[config.mk]
export PLATFORM = sky130hd
export DESIGN_NAME = bus_rr_scheduler
export DESIGN_NICKNAME = d
export VERILOG_FILES = /design/src/rtl/bus_rr_scheduler.sv
export SDC_FILE = /design/constraint.sdc
export NUM_CORES = 1
export LEC_CHECK = 0
export CAP_MARGIN = 25
export CORE_MARGIN = 2
export CORE_UTILIZATION = 49
export DETAILED_ROUTE_END_ITERATION = 7
export PLACE_DENSITY = 0.87
export SKIP_LAST_GASP = 1
export SLEW_MARGIN = 10
export SYNTH_ARGS = -nofsm -noshare
export SYNTH_HDL_FRONTEND = slang
export SYNTH_SLANG_ARGS = --single-unit
[constraint.sdc]
create_clock -name clk -period 6 [get_ports clk]
set_input_delay 1.2 -clock clk [delete_from_list [all_inputs] [get_ports clk]]
set_output_delay 1.2 -clock clk [all_outputs]
set_load 0.02 [all_outputs]
[src/rtl/bus_rr_scheduler.sv]
// -----------------------------------------------------------------------------
// bus_rr_scheduler
//
// Round-robin scheduler that shares one broadcast bus among DRVS show-ahead
// device FIFOs. It picks a pending source, pops one packet from it, decodes
// the destination ID held in the packet's top byte and pushes the packet to
// the destination FIFO(s). A blocked destination is retried for up to TIMEOUT
// cycles before the packet is dropped.
//
// Ports:
//   clk       in   system clock, rising edge
//   reset     in   synchronous active-high reset
//   pndng     in   [DRVS]        FIFO i is non-empty
//   D_pop     in   [DRVS*WIDTH]  head word of FIFO i at [i*WIDTH +: WIDTH]
//   pop       out  [DRVS]        one-hot, one-cycle pop strobe
//   full      in   [DRVS]        FIFO i cannot accept a push
//   push      out  [DRVS]        push strobe mask (several bits on broadcast)
//   D_push    out  [WIDTH]       push data, common to all destinations
//   busy      out                FSM is not idle
//   grant_id  out  [4]           current or last granted source
//   drop_cnt  out  [16]          saturating count of dropped packets
// -----------------------------------------------------------------------------
module bus_rr_scheduler #(
  parameter int          WIDTH     = 16,
  parameter int          DRVS      = 8,
  parameter logic [7:0]  BROADCAST = 8'hFF,
  parameter int          TIMEOUT   = 64
) (
  input  logic                  clk,
  input  logic                  reset,
  input  logic [DRVS-1:0]       pndng,
  input  logic [DRVS*WIDTH-1:0] D_pop,
  output logic [DRVS-1:0]       pop,
  input  logic [DRVS-1:0]       full,
  output logic [DRVS-1:0]       push,
  output logic [WIDTH-1:0]      D_push,
  output logic                  busy,
  output logic [3:0]            grant_id,
  output logic [15:0]           drop_cnt
);

  localparam logic [1:0] IDLE   = 2'd0;
  localparam logic [1:0] POP    = 2'd1;
  localparam logic [1:0] DECODE = 2'd2;
  localparam logic [1:0] PUSH   = 2'd3;

  localparam logic [DRVS-1:0] ONE       = {{(DRVS-1){1'b0}}, 1'b1};
  localparam logic [15:0]     WAIT_LAST = 16'(TIMEOUT - 1);

  logic [1:0]       state;
  logic [3:0]       rr_ptr;
  logic [WIDTH-1:0] pkt;
  logic [WIDTH-1:0] last_push;
  logic [DRVS-1:0]  mask;
  logic [15:0]      wait_cnt;

  logic             found;
  logic [3:0]       next_grant;
  logic [7:0]       dst;
  logic             push_fire;

  // Round-robin search: the first pending source strictly after rr_ptr,
  // wrapping modulo DRVS, so the last serviced source ends up lowest priority.
  always_comb begin
    found      = 1'b0;
    next_grant = '0;
    for (int k = 1; k <= DRVS; k++) begin
      if (!found && pndng[(int'(rr_ptr) + k) % DRVS]) begin
        found      = 1'b1;
        next_grant = 4'((int'(rr_ptr) + k) % DRVS);
      end
    end
  end

  // Strobes are decoded from the state so that pop and push land in the same
  // cycle the FIFOs see them; D_push shows the packet while it is written and
  // otherwise keeps the last delivered word.
  always_comb begin
    dst       = pkt[WIDTH-1 -: 8];
    push_fire = (state == PUSH) && ((mask & full) == '0);
    pop       = (state == POP) ? (ONE << grant_id) : '0;
    push      = push_fire ? mask : '0;
    D_push    = push_fire ? pkt : last_push;
    busy      = (state != IDLE);
  end

  // Main sequencer: IDLE -> POP -> DECODE -> PUSH. Both drop paths leave
  // the dropped source as the lowest priority, exactly like a delivery.
  always_ff @(posedge clk) begin
    if (reset) begin
      state     <= IDLE;
      rr_ptr    <= 4'(DRVS - 1);
      grant_id  <= '0;
      drop_cnt  <= '0;
      pkt       <= '0;
      last_push <= '0;
      mask      <= '0;
      wait_cnt  <= '0;
    end else begin
      case (state)
        IDLE: begin
          if (found) begin
            grant_id <= next_grant;
            state    <= POP;
          end
        end
        POP: begin
          pkt   <= D_pop[int'(grant_id)*WIDTH +: WIDTH];
          state <= DECODE;
        end
        DECODE: begin
          wait_cnt <= '0;
          // A self-addressed packet falls into the ordinary one-hot case.
          if (int'(dst) < DRVS) begin
            mask  <= ONE << dst;
            state <= PUSH;
          end else if (dst == BROADCAST) begin
            mask  <= ~(ONE << grant_id);
            state <= PUSH;
          end else begin
            if (drop_cnt != 16'hFFFF) drop_cnt <= drop_cnt + 16'd1;
            rr_ptr <= grant_id;
            state  <= IDLE;
          end
        end
        PUSH: begin
          if (push_fire) begin
            last_push <= pkt;
            rr_ptr    <= grant_id;
            state     <= IDLE;
          end else if (wait_cnt == WAIT_LAST) begin
            if (drop_cnt != 16'hFFFF) drop_cnt <= drop_cnt + 16'd1;
            rr_ptr <= grant_id;
            state  <= IDLE;
          end else begin
            wait_cnt <= wait_cnt + 16'd1;
          end
        end
        default: state <= IDLE;
      endcase
    end
  end

endmodule
==> impl_results.md <==
* Inst Count DP at 869
* Fin Setup TNS at 0 ps
* Maximum clock rate at 0.201 GHz
* Fillers at roughly 830
* Setup Fix Bufs, Post-CTS at 0
* # rows at 38
* Ys async rst share at 0
* Final WL at around 17 mm
* Bufs and invs on worst path at 3
* Crit path launch type: input port
* Count leader, synth: dfxtp_1
* Nets at a little under 900
* 1st-pass router iterations at 5
* Top-area cell type share of the netlist area at 0.297
* Worst-skew pair later-pin latency at about 360 ps
* RSZ-0062 raised after global routing: no
* Crit path required time at ~4800 ps
* Post-synthesis mux area share at 0.271
* CP top delay family: buffers and inverters
* Post-Syn Area at approximately 5400 um2
* Largest net degree at the start of global routing at 70
* Core Footprint at approximately 11,000 um2
* Yosys warnings at 0
* Synth cell count leaders: dfxtp_1 (80), nor2_1 (44), mux4_2 (41), nand2_1 (41), a21oi_1 (35)
* TritonCTS Buffers at 9
* Peak supply drop at 0.180 mV
* Dpl cell area at ~7400 um2
* Max-slew headroom at 0.356
* Gr usage total at 0.282
* Max Cap Viol at 0
* Seq/Total Area, Yosys at 0.297
* Worst Hold Class: flop to flop
* Resize count post-CTS at 0
* Cts hold-fix bufs at 0
* Leak at between 2 and 3 nW
* Maximum fanout along the worst path at 16
* Residual DRC at 0
* Die H at approximately 110 um
* Post-route cell area at approximately 7600 um2
* Slew Viols, Final at 0
* Synth Area in XOR/XNOR at 0.0308
* Reg2Reg Setup Slack at between 2000 and 2500 ps
* CTS clk-pin slew, worst paths at around 90 ps
* Non-Filler Instances at approximately 890
* Post-Synth Adder-Cell Area at 0.00927
* CTS sink count at 80
* # IOs at 199
* Syn Area/Cell at 9.42 um2
* Top cell by count, worst path: clkdlybuf4s50_1
* Crit path cell chain: clkdlybuf4s50_1 > a22oi_1 > nand4_1 > nor2_1 > buf_4 > mux2_2 > clkdlybuf4s50_1
* Worst stage delay on the critical path at 560 ps
* H-tree lvl count at 3
* Yosys reg bits at 80
* Gr ovfl total at 0
* Final Skew at around 13 ps
* Tmin final at between 4000 and 5000 ps
* Vias per cell at 6.07
* Final Hold Viols at 0
* Ant. Diodes at 0
* Root buffer cell: clkbuf_8
* Compound-gate portion of the synthesized area at 0.147
* Die Footprint at around 12,000 um2
* DP HPWL at ~13 mm
* Slew of the pin with the lowest slew margin at a little under 1000 ps
* Main synth FF type: dfxtp_1
* Slowest cell on crit path: clkdlybuf4s50_1
* Area Growth Syn to Fin at 41.4%
* Layout cells sized above 1 at 0.127
* Largest area contributor in the netlist: dfxtp_1
* CP Class: input port to output port
* Vias after detailed routing at roughly 5.4k
* Iteration-0 DRC count of the detailed router at between 300 and 400
* Final setup fails at 0
* Syn nets at approximately 720
* Clk buf depth at 2
* TritonCTS clock tree: done
* Synth unique cells at 64
* DR WL/cell at 19.0 um
* Vias in the first global route at approximately 5.1k
* Worst setup EP type: output port
* Cell Pwr Density at about 280 nW/um2
* Post-Syn Instances at between 500 and 600
* Simple-Gate Fraction of Synth Area at 0.199
* Initial Utilization at 0.500
* Initial antenna violation count at 1
* Worst hold margin at 477 ps
* CP arrival at 3770 ps
* Largest cells by area after synthesis: dfxtp_1 (30%), mux4_2 (17%), mux2i_1 (5.4%)
* Number of flops mapped to enable cells by yosys at 0
* Count of input and output buffers at 197
* Die X at 109 um
* Crit share post-route at 0.828
* DRT antenna net count at 0
* Main combinational cell family by area after synthesis: multiplexers
* First-pass GRT wire length at 26.0 mm
* Status: finished, final reports clean
* GPL Wtd Cong at between 0.9 and 1
[registers in the layout (all words and copies together) (netlist names)]
register / flops
drop_cnt: 16
last_push: 16
pkt: 16
wait_cnt: 16
mask: 8
grant_id: 3
rr_ptr: 3
state: 2
[final timing paths]
path	start	to	cells after the start
max	full[1]	D_push[14]	7
min	mask[4]	mask[4]	2
max reg2reg	rr_ptr[0]	grant_id[2]	8
min reg2reg	mask[4]	mask[4]	2
[where the power goes]
| group | internal [mW] | switching (mW) | total [mW] |
|---|---|---|---|
| combinational | 0.485 | 0.431 | 0.917 |
| sequential | 0.580 | 0.131 | 0.711 |
| clock | 0.279 | 0.207 | 0.487 |
| total | 1.34 | 0.770 | 2.11 |
[routing by layer]
metal / vias up / routed length, um / global-route usage
li1: 2513 / - / -
met1: 2584 / 6830 / 0.375
met4: 2 / 454 / 0.114
met3: 40 / 1180 / 0.0460
met2: 239 / 8330 / 0.457
met5: - / 11 / 0
[cells by family (layout without fill, tap and decap cells)]
family,after synthesis,in the layout
and+or+nand+nor,200,200
AOI/OAI and AO/OA,119,119
muxes,92,92
DFF,80,80
buffers and inverters,58,231
xor gates and xnor gates,19,19
adders and majority gates,4,4
other,1,1
[cell usage in the layout (no fill, tap or decap), drive strengths merged, types with 16 or more instances in the layout]
master	instances
clkdlybuf4s50	196
dfxtp	80
nor2	45
nand2	41
mux4	41
a21oi	35
mux2i	30
nor2b	22
mux2	21
a211oi	19
xnor2	16
o21ai	16
[worst reg2reg max path, stage by stage (launching register included)]
cell and delay [ps]:
dfxtp_1 880, inv_1 200, ha_1 610, mux2i_1 410, mux4_2 370, nand4b_1 200
nor3_2 340, o21ai_1 100, a311oi_1 310
[final cells by class]
| type | count | area, um2 | share of cell area |
|---|---|---|---|
| clock inverter | 6 | 115 | 0.0151 |
| sequential | 80 | 1600 | 0.210 |
| clock buffer | 10 | 128 | 0.0167 |
| multi-input combinational | 435 | 3550 | 0.465 |
| timing repair buffer | 203 | 2010 | 0.264 |
| inverter | 12 | 45.0 | 0.00590 |
| tap | 140 | 175 | 0.0230 |
[stage by stage]
stage | util | total power [mW] | worst slack (ps)
final | 0.707 | 2.11 | 1030
after detailed placement | 0.684 | 1.63 | 1050
after global routing | 0.707 | 2.22 | 868
after CTS | 0.706 | 2.11 | 1020
after global placement | 0.684 | 1.60 | 1160
after floorplan | - | 1.34 | 2120
Power figures use the tool's default switching activity.
